**config.mk**
```make
export PLATFORM = sky130hd
export DESIGN_NAME = multicycle_controller
export DESIGN_NICKNAME = d
export VERILOG_FILES = /design/src/rtl/riscape_pkg.sv /design/src/rtl/alu_decoder.sv /design/src/rtl/multicycle_controller.sv
export SDC_FILE = /design/constraint.sdc
export NUM_CORES = 1
export LEC_CHECK = 0
export CAP_MARGIN = 20
export CORE_ASPECT_RATIO = 1.25
export CORE_MARGIN = 2
export CORE_UTILIZATION = 35
export CTS_BUF_LIST = sky130_fd_sc_hd__clkbuf_16
export CTS_CLUSTER_SIZE = 24
export DETAILED_ROUTE_END_ITERATION = 7
export PLACE_DENSITY = 0.75
export SLEW_MARGIN = 20
export SYNTH_ARGS = -nofsm -noshare
export SYNTH_HDL_FRONTEND = slang
export SYNTH_HIERARCHICAL = 1
export SYNTH_SLANG_ARGS = --single-unit
```
**constraint.sdc**
```tcl
create_clock -name clk -period 1.47 [get_ports clk]
set_clock_uncertainty 0.05 [all_clocks]
set_input_delay 0.147 -clock clk [delete_from_list [all_inputs] [get_ports clk]]
set_output_delay 0.147 -clock clk [all_outputs]
set_load 0.005 [all_outputs]
```
**src/rtl/riscape_pkg.sv**
```systemverilog
// Shared definitions for the multicycle RISC-V control path.
// Holds the ALU operation encodings, the RV32I opcodes the controller
// recognises, the internal aluop codes and the controller state enum.
package riscape_pkg;

    typedef enum logic [2:0] {
        ALU_ADD = 3'b000,
        ALU_SUB = 3'b001,
        ALU_AND = 3'b010,
        ALU_OR  = 3'b011,
        ALU_XOR = 3'b100,
        ALU_SLT = 3'b101
    } alu_op_e;

    localparam logic [6:0] OP_LOAD   = 7'b0000011;
    localparam logic [6:0] OP_STORE  = 7'b0100011;
    localparam logic [6:0] OP_RTYPE  = 7'b0110011;
    localparam logic [6:0] OP_ITYPE  = 7'b0010011;
    localparam logic [6:0] OP_JAL    = 7'b1101111;
    localparam logic [6:0] OP_BRANCH = 7'b1100011;

    // aluop: how the ALU decoder should interpret funct3/funct7
    localparam logic [1:0] ALUOP_ADD   = 2'b00;
    localparam logic [1:0] ALUOP_SUB   = 2'b01;
    localparam logic [1:0] ALUOP_FUNCT = 2'b10;

    typedef enum logic [3:0] {
        S_FETCH,
        S_DECODE,
        S_MEMADR,
        S_MEMREAD,
        S_MEMWB,
        S_MEMWRITE,
        S_EXECUTER,
        S_EXECUTEI,
        S_ALUWB,
        S_JAL,
        S_BEQ
    } ctrl_state_e;

endpackage

```
**src/rtl/alu_decoder.sv**
```systemverilog
// Combinational ALU decoder.
// Ports:
//   aluop      in  2 : 00 add, 01 sub, 10 decode funct3, 11 add
//   funct3     in  3 : instr[14:12]
//   funct7b5   in  1 : instr[30]
//   op5        in  1 : instr[5], distinguishes R-type from I-type
//   alucontrol out 3 : ALU operation code
module alu_decoder
    import riscape_pkg::*;
(
    input  logic [1:0] aluop,
    input  logic [2:0] funct3,
    input  logic       funct7b5,
    input  logic       op5,
    output alu_op_e    alucontrol
);

    always_comb begin
        alucontrol = ALU_ADD;
        case (aluop)
            ALUOP_SUB: alucontrol = ALU_SUB;
            ALUOP_FUNCT: begin
                case (funct3)
                    // addi never subtracts, even when instr[30] happens to be set
                    3'b000:  alucontrol = (funct7b5 & op5) ? ALU_SUB : ALU_ADD;
                    3'b010:  alucontrol = ALU_SLT;
                    3'b100:  alucontrol = ALU_XOR;
                    3'b110:  alucontrol = ALU_OR;
                    3'b111:  alucontrol = ALU_AND;
                    default: alucontrol = ALU_ADD;
                endcase
            end
            default: alucontrol = ALU_ADD;
        endcase
    end

endmodule

```
**src/rtl/multicycle_controller.sv**
```systemverilog
// Moore control unit for the multicycle RV32I datapath (lw, sw, R-type,
// I-type ALU, beq, jal).
// Ports:
//   clk, reset (sync, active-high)
//   op, funct3, funct7b5 : instruction fields;  zero : ALU zero flag
//   pcwrite, adrsrc, memwrite, irwrite, resultsrc, alusrca, alusrcb,
//   regwrite, immsrc, alucontrol : datapath controls
//   illegal : high for the DECODE cycle of an unrecognised opcode
//
// state      | meaning
// FETCH      | read instruction, PC <= PC + 4
// DECODE     | read registers, ALU forms branch target
// MEMADR     | rs1 + imm for load/store
// MEMREAD    | read data memory at ALUOut
// MEMWB      | write loaded data to rd
// MEMWRITE   | write rs2 to data memory
// EXECUTER   | R-type ALU op
// EXECUTEI   | I-type ALU op
// ALUWB      | write ALUOut to rd
// JAL        | PC <= target, ALU forms OldPC + 4
// BEQ        | compare rs1/rs2, PC <= target on zero
module multicycle_controller
    import riscape_pkg::*;
(
    input  logic       clk,
    input  logic       reset,
    input  logic [6:0] op,
    input  logic [2:0] funct3,
    input  logic       funct7b5,
    input  logic       zero,
    output logic       pcwrite,
    output logic       adrsrc,
    output logic       memwrite,
    output logic       irwrite,
    output logic [1:0] resultsrc,
    output logic [1:0] alusrca,
    output logic [1:0] alusrcb,
    output logic       regwrite,
    output logic [1:0] immsrc,
    output logic [2:0] alucontrol,
    output logic       illegal
);

    ctrl_state_e state_q, state_d;
    logic [1:0]  aluop;
    logic        pcupdate, branch, memwrite_s, irwrite_s, regwrite_s, illegal_s;
    alu_op_e     alu_sel;

    always_ff @(posedge clk) begin
        if (reset) state_q <= S_FETCH;
        else       state_q <= state_d;
    end

    always_comb begin
        state_d    = S_FETCH;
        pcupdate   = 1'b0;
        branch     = 1'b0;
        adrsrc     = 1'b0;
        memwrite_s = 1'b0;
        irwrite_s  = 1'b0;
        regwrite_s = 1'b0;
        illegal_s  = 1'b0;
        resultsrc  = 2'b00;
        alusrca    = 2'b00;
        alusrcb    = 2'b00;
        aluop      = ALUOP_ADD;
        case (state_q)
            S_FETCH: begin
                irwrite_s = 1'b1;
                pcupdate  = 1'b1;
                alusrcb   = 2'b10;
                resultsrc = 2'b10;
                state_d   = S_DECODE;
            end
            S_DECODE: begin
                alusrca = 2'b01;
                alusrcb = 2'b01;
                case (op)
                    OP_LOAD, OP_STORE: state_d = S_MEMADR;
                    OP_RTYPE:          state_d = S_EXECUTER;
                    OP_ITYPE:          state_d = S_EXECUTEI;
                    OP_JAL:            state_d = S_JAL;
                    OP_BRANCH:         state_d = S_BEQ;
                    default: begin
                        state_d   = S_FETCH;
                        illegal_s = 1'b1;
                    end
                endcase
            end
            S_MEMADR: begin
                alusrca = 2'b10;
                alusrcb = 2'b01;
                state_d = op[5] ? S_MEMWRITE : S_MEMREAD;
            end
            S_MEMREAD: begin
                adrsrc  = 1'b1;
                state_d = S_MEMWB;
            end
            S_MEMWB: begin
                resultsrc  = 2'b01;
                regwrite_s = 1'b1;
            end
            S_MEMWRITE: begin
                adrsrc     = 1'b1;
                memwrite_s = 1'b1;
            end
            S_EXECUTER: begin
                alusrca = 2'b10;
                aluop   = ALUOP_FUNCT;
                state_d = S_ALUWB;
            end
            S_EXECUTEI: begin
                alusrca = 2'b10;
                alusrcb = 2'b01;
                aluop   = ALUOP_FUNCT;
                state_d = S_ALUWB;
            end
            S_ALUWB: regwrite_s = 1'b1;
            S_JAL: begin
                alusrca  = 2'b01;
                alusrcb  = 2'b10;
                pcupdate = 1'b1;
                state_d  = S_ALUWB;
            end
            S_BEQ: begin
                alusrca = 2'b10;
                aluop   = ALUOP_SUB;
                branch  = 1'b1;
            end
            default: state_d = S_FETCH;
        endcase
    end

    // Reset kills every architectural write in the same cycle so an
    // interrupted instruction never partially retires.
    assign pcwrite  = ~reset & (pcupdate | (branch & zero));
    assign memwrite = ~reset & memwrite_s;
    assign irwrite  = ~reset & irwrite_s;
    assign regwrite = ~reset & regwrite_s;
    assign illegal  = ~reset & illegal_s;

    always_comb begin
        case (op)
            OP_STORE:  immsrc = 2'b01;
            OP_BRANCH: immsrc = 2'b10;
            OP_JAL:    immsrc = 2'b11;
            default:   immsrc = 2'b00;
        endcase
    end

    alu_decoder u_alu_decoder (
        .aluop      (aluop),
        .funct3     (funct3),
        .funct7b5   (funct7b5),
        .op5        (op[5]),
        .alucontrol (alu_sel)
    );

    assign alucontrol = alu_sel;

endmodule

```
; After elaboration in Yosys (flattened, before gate mapping)
; Index checks and enable logic that the tools add are counted.
; W data, S select, Z words.
[totals]
ff_bits = 4
in_bits = 14
out_inout_bits = 17
word_cells = 63
[classes]
eq_ne = 22
n_mux = 19
n_reduce_logical = 12
bitwise = 9
[ops]
columns = op, count
row1 = $pmux W4 S5, 2
row2 = $eq A4 B3 Y1 const B, 4
row3 = $pmux W2 S2, 4
row4 = $pmux W3 S5, 1
row5 = $eq A7 B6 Y1 const B, 2
row6 = $eq A7 B7 Y1 const B, 2
row7 = $eq A4 B4 Y1 const B, 3
row8 = $reduce_or A2 Y1, 6
row9 = $eq A3 B3 Y1 const B, 3
row10 = $mux W1, 9
row11 = $eq A4 B2 Y1 const B, 2
row12 = $and A1 B1 Y1, 7
row13 = $eq A7 B2 Y1 const B, 1
row14 = $eq A7 B5 Y1 const B, 1
row15 = $pmux W2 S3, 1
row16 = $pmux W3 S2, 1
row17 = $reduce_or A3 Y1, 2
row18 = $reduce_or A6 Y1, 1
row19 = $eq A4 B1 Y1 const B, 1
row20 = $logic_not A4 Y1, 1
row21 = $reduce_or A4 Y1, 1
row22 = $eq A3 B2 Y1 const B, 1
row23 = $logic_not A3 Y1, 1
row24 = $mux W3, 1
row25 = other kinds (4), 4

; Logic depth before layout (Yosys ltp)
[depth]
word_depth = 5
ltp_mapped = 7
depth_no_buf = 6

; Hierarchy
; Netlist, hierarchy kept.
[modules_own_cells]
columns = module, area_per_inst_um2, instances, seq_area_each_um2, cells_each
row1 = multicycle_controller, 504.2, 1, 80.1, 63
row2 = alu_decoder, 98.8, 1, 0.0, 12

; Least setup slack after synthesis
; No wires, ideal clock.
[synth_path]
path_type = reg-to-output
start = reg state_q[0]
end = out alucontrol[1]
t_arrival_ps = 1370
stages_incl_launch_ff = 7
n_path_buf = 1
path_slack_ps = -97
t_required_ps = 1273
cell_sequence = dfxtp_1 -> buf_6 -> nor2_1 -> and3_1 -> inv_1 -> ha_1 -> and4b_1
[synth_between]
elab_chain_cells = 5
word_cells_on_any_way = 8
cone_classes = 5 x eq/ne / 2 x mux / 1 x reduce/logical
[synth_rtl]
columns = item, line
row1 = start: declaration, multicycle_controller.sv:44  ; ctrl_state_e state_q, state_d;
row2 = start signal: assignment, multicycle_controller.sv:51  ; else state_q <= state_d;
row3 = $eq A4 B3 Y1, multicycle_controller.sv:67  ; case (state_q)
row4 = $reduce_or A2 Y1 (no source line), -
row5 = $pmux W2 S2 *, multicycle_controller.sv:67
row6 = named net aluop[0], multicycle_controller.sv:45  ; logic [1:0] aluop;
row7 = $eq A2 B2 Y1 / $eq A2 B1 Y1 (equally long branches), alu_decoder.sv:20  ; case (aluop)
row8 = $pmux W3 S2 *, alu_decoder.sv:20
row9 = end: declaration, multicycle_controller.sv:40  ; output logic [2:0] alucontrol,
; The timed path passes the listed nets; every way through them passes the cells marked *.

; Worst setup path after layout
[layout_path]
start = reg state_q[3]
end = out alucontrol[0]
; Same word-level chain as after synthesis.

==> metrics.cfg <==
[run_status]
outcome = finished, violations left
violations = negative setup slack

[timing]
fmax_mhz = 558
period_needed_ns = 1.79
max-slew-margin-rel_pct = 78.2
holdWs_ns = 0.460
period_share_pct = 122
rsz0062_at_grt = yes
setup_viol = 15
setup_ws_ns = -0.321
hold_violations = 0
worstMarginPinSlew_ns = 0.324
drv_slew = 0

[synth]
yosysTopAreaCell = dfxtp_1
netlist_instances = 75
synth_top_area_share_pct = 13.3
synth.avg_cell_area_um2 = 8.04
synth.ff_latch_count = 4
synthTopCellsByArea = dfxtp_1 (13%), xnor2_1 (5.8%), nor3_1 (5.0%), a2111oi_4 (4.6%), nand4bb_4 (4.6%)
yosysUniqueCellTypes = 39
synth_top_cells_by_count = inv_1 (7), nor2_1 (6), nor3_1 (6)
postSynthNetCount = 91
syn_area_um2 = 603
yosysMostFrequentCell = inv_1
yosysWarnings = 6
synthFlopType = dfxtp_1
synth_edf_count = 0
ys_seq_area_share_pct = 13.3
synthArstFlopShare_pct = 0

[cells_and_area]
regMostFlops = state_q
largest_reg_flops = 4
num_antenna_cells = 0
largest_registers = state_q (4)
syn2layout_area_growth_pct = 142
nets = 166
finalInstanceArea_um2 = 1460
drive_gt1_share_pct = 66.2
fin_util_pct = 91.3
fillers = 75

[floorplan]
fp.dieH_um = 50.4
fp.dieW_um = 41.1
io_pins = 31
core-area_um2 = 1600
start_util_pct = 37.7
row_count = 16
dieArea_um2 = 2070

[route]
via_per_inst = 5.84
final_antenna_net_count = 0
dr.first_iter.drc_count = 24
dr.pass1.iters = 4
vias = 969
wl_mm = 3.59
wire_per_inst_um = 21.6
drc_errors = 0

[setup_path]
crit_family = flip-flops
required_ns = 1.27
cp_cell_sequence = and3b_2, buf_6, ha_4, nand2b_4, a221oi_2, buf_2
worst-path-buf-inv = 2
cp.arrival_ns = 1.59
path_class = register to primary output
end_kind = primary output
cp_slowest_stage_delay_ns = 0.35
critPathSlowestCell = dfxtp_4
cp_max_fo = 4
cp-start-kind = register

[flow_run]
drv_cap = 0

[clocking]
cts_root_buffer = clkbuf_16
cts_buffers = 3
cts_tree = yes
path_clk_slew_ns = 0.03
cts_buffer_depth = 2
hold_buffers = 0
cts-htree-levels = 1
clock_latency_ns = 0.23
numClockSinks = 4

[global_route]
first_global_vias = 862
grt_pass1_wl_mm = 3.87
grt_overflow_total = 0
grt_util_all_layers_pct = 28.1
antenna_found_initial = 0
grt_max_degree = 10

[power]
p_leak_nw = 0.675
ir_drop_uv = 882
power.density_nw_per_um2 = 559

[placed_design]
placed_area_um2 = 1090
io_buffers = 30
place.gp.congestion = 0.800
place_hpwl_mm = 1.50

[hold_path]
hold_path.class = input pin to register

-- repair_timing --
item,4_1_cts,5_1_grt
pin swaps,17,11
setup buffers,13,7
gates resized for setup,100,27
endpoints found under the setup margin,18,18
-- final cells by class --
class	count	area, µm²	area share (%)
Tap cell	18	22.5	1.54
Inverter	7	28.8	1.97
Multi-Input combinational cell	60	611	41.8
Sequential cell	4	92.6	6.34
Clock buffer	3	75.1	5.14
Timing Repair Buffer	74	632	43.2
-- metal layers --
metal / GRT usage, % / share of wire [%]
met5: 0 / 0
met4: 15.1 / 7.0
met3: 7.08 / 6.4
met2: 49.5 / 49
met1: 27.5 / 37
-- report_power, final --
part           switching [mW]  internal [mW]
clock network          0.0992          0.350
logic                   0.113          0.141
registers             0.00491          0.108
-- path summary, 6_finish.rpt --
kind,startpoint,to,depth (start not counted),slack [ns]
setup / recovery,state_q[3],alucontrol[0],6,-0.32
hold / removal,op[5],state_q[1],4,0.46
setup reg to reg,state_q[0],state_q[2],6,-0.05
hold reg to reg,state_q[2],state_q[1],3,0.70
-- tightest hold or removal path, delay by kind of cell --
kind,cells,cell delay [ns]
buffers and inverters,2,0.33
and+or+nand+nor,1,0.05
AOI/OAI and AO/OA,1,0.17
-- cells in the final DEF, fill, tap and decap left out, types with 2 or more instances in the layout --
cell type	synthesis	routed
a21oi_1	3	2
buf_2	3	13
buf_4	0	26
buf_6	1	19
clkbuf_16	0	3
clkdlybuf4s50_1	0	6
dfxtp_4	0	3
dlygate4sd2_1	0	6
dlymetal6s2s_1	0	2
ha_4	0	2
inv_1	7	3
inv_2	0	3
nand2_1	3	3
nand2b_1	4	2
nand2b_4	1	3
nand3b_1	2	2
nand4_1	2	2
nor2_1	6	4
nor2_4	0	3
nor3_2	0	3
nor3_4	0	2
o21ai_0	2	2
or3_4	1	2
xnor2_1	4	2
xnor2_2	0	2
xor2_1	2	2
-- metrics by stage --
step / total power [mW] / worst slack, ns / setup TNS [ns] / std cells
3_5_place_dp: 0.304 / -0.472 / -5.12 / 143
6_report: 0.816 / -0.321 / -2.08 / 166
2_1_floorplan: 0.186 / -0.0169 / -0.0169 / 75
4_1_cts: 0.750 / -0.243 / -1.26 / 159
3_3_place_gp: 0.300 / -0.449 / -4.82 / 143
5_1_grt: 0.847 / -0.369 / -2.81 / 166
-- cells by family after synthesis --
logic type | synth area share [%]
mux | 1.87
simple gates | 40.9
compound gates | 22.4
flops | 13.3
buf+inv | 8.71
fa+ha+maj | 4.15
xor+xnor | 8.71
Power figures use the tool's default switching activity.
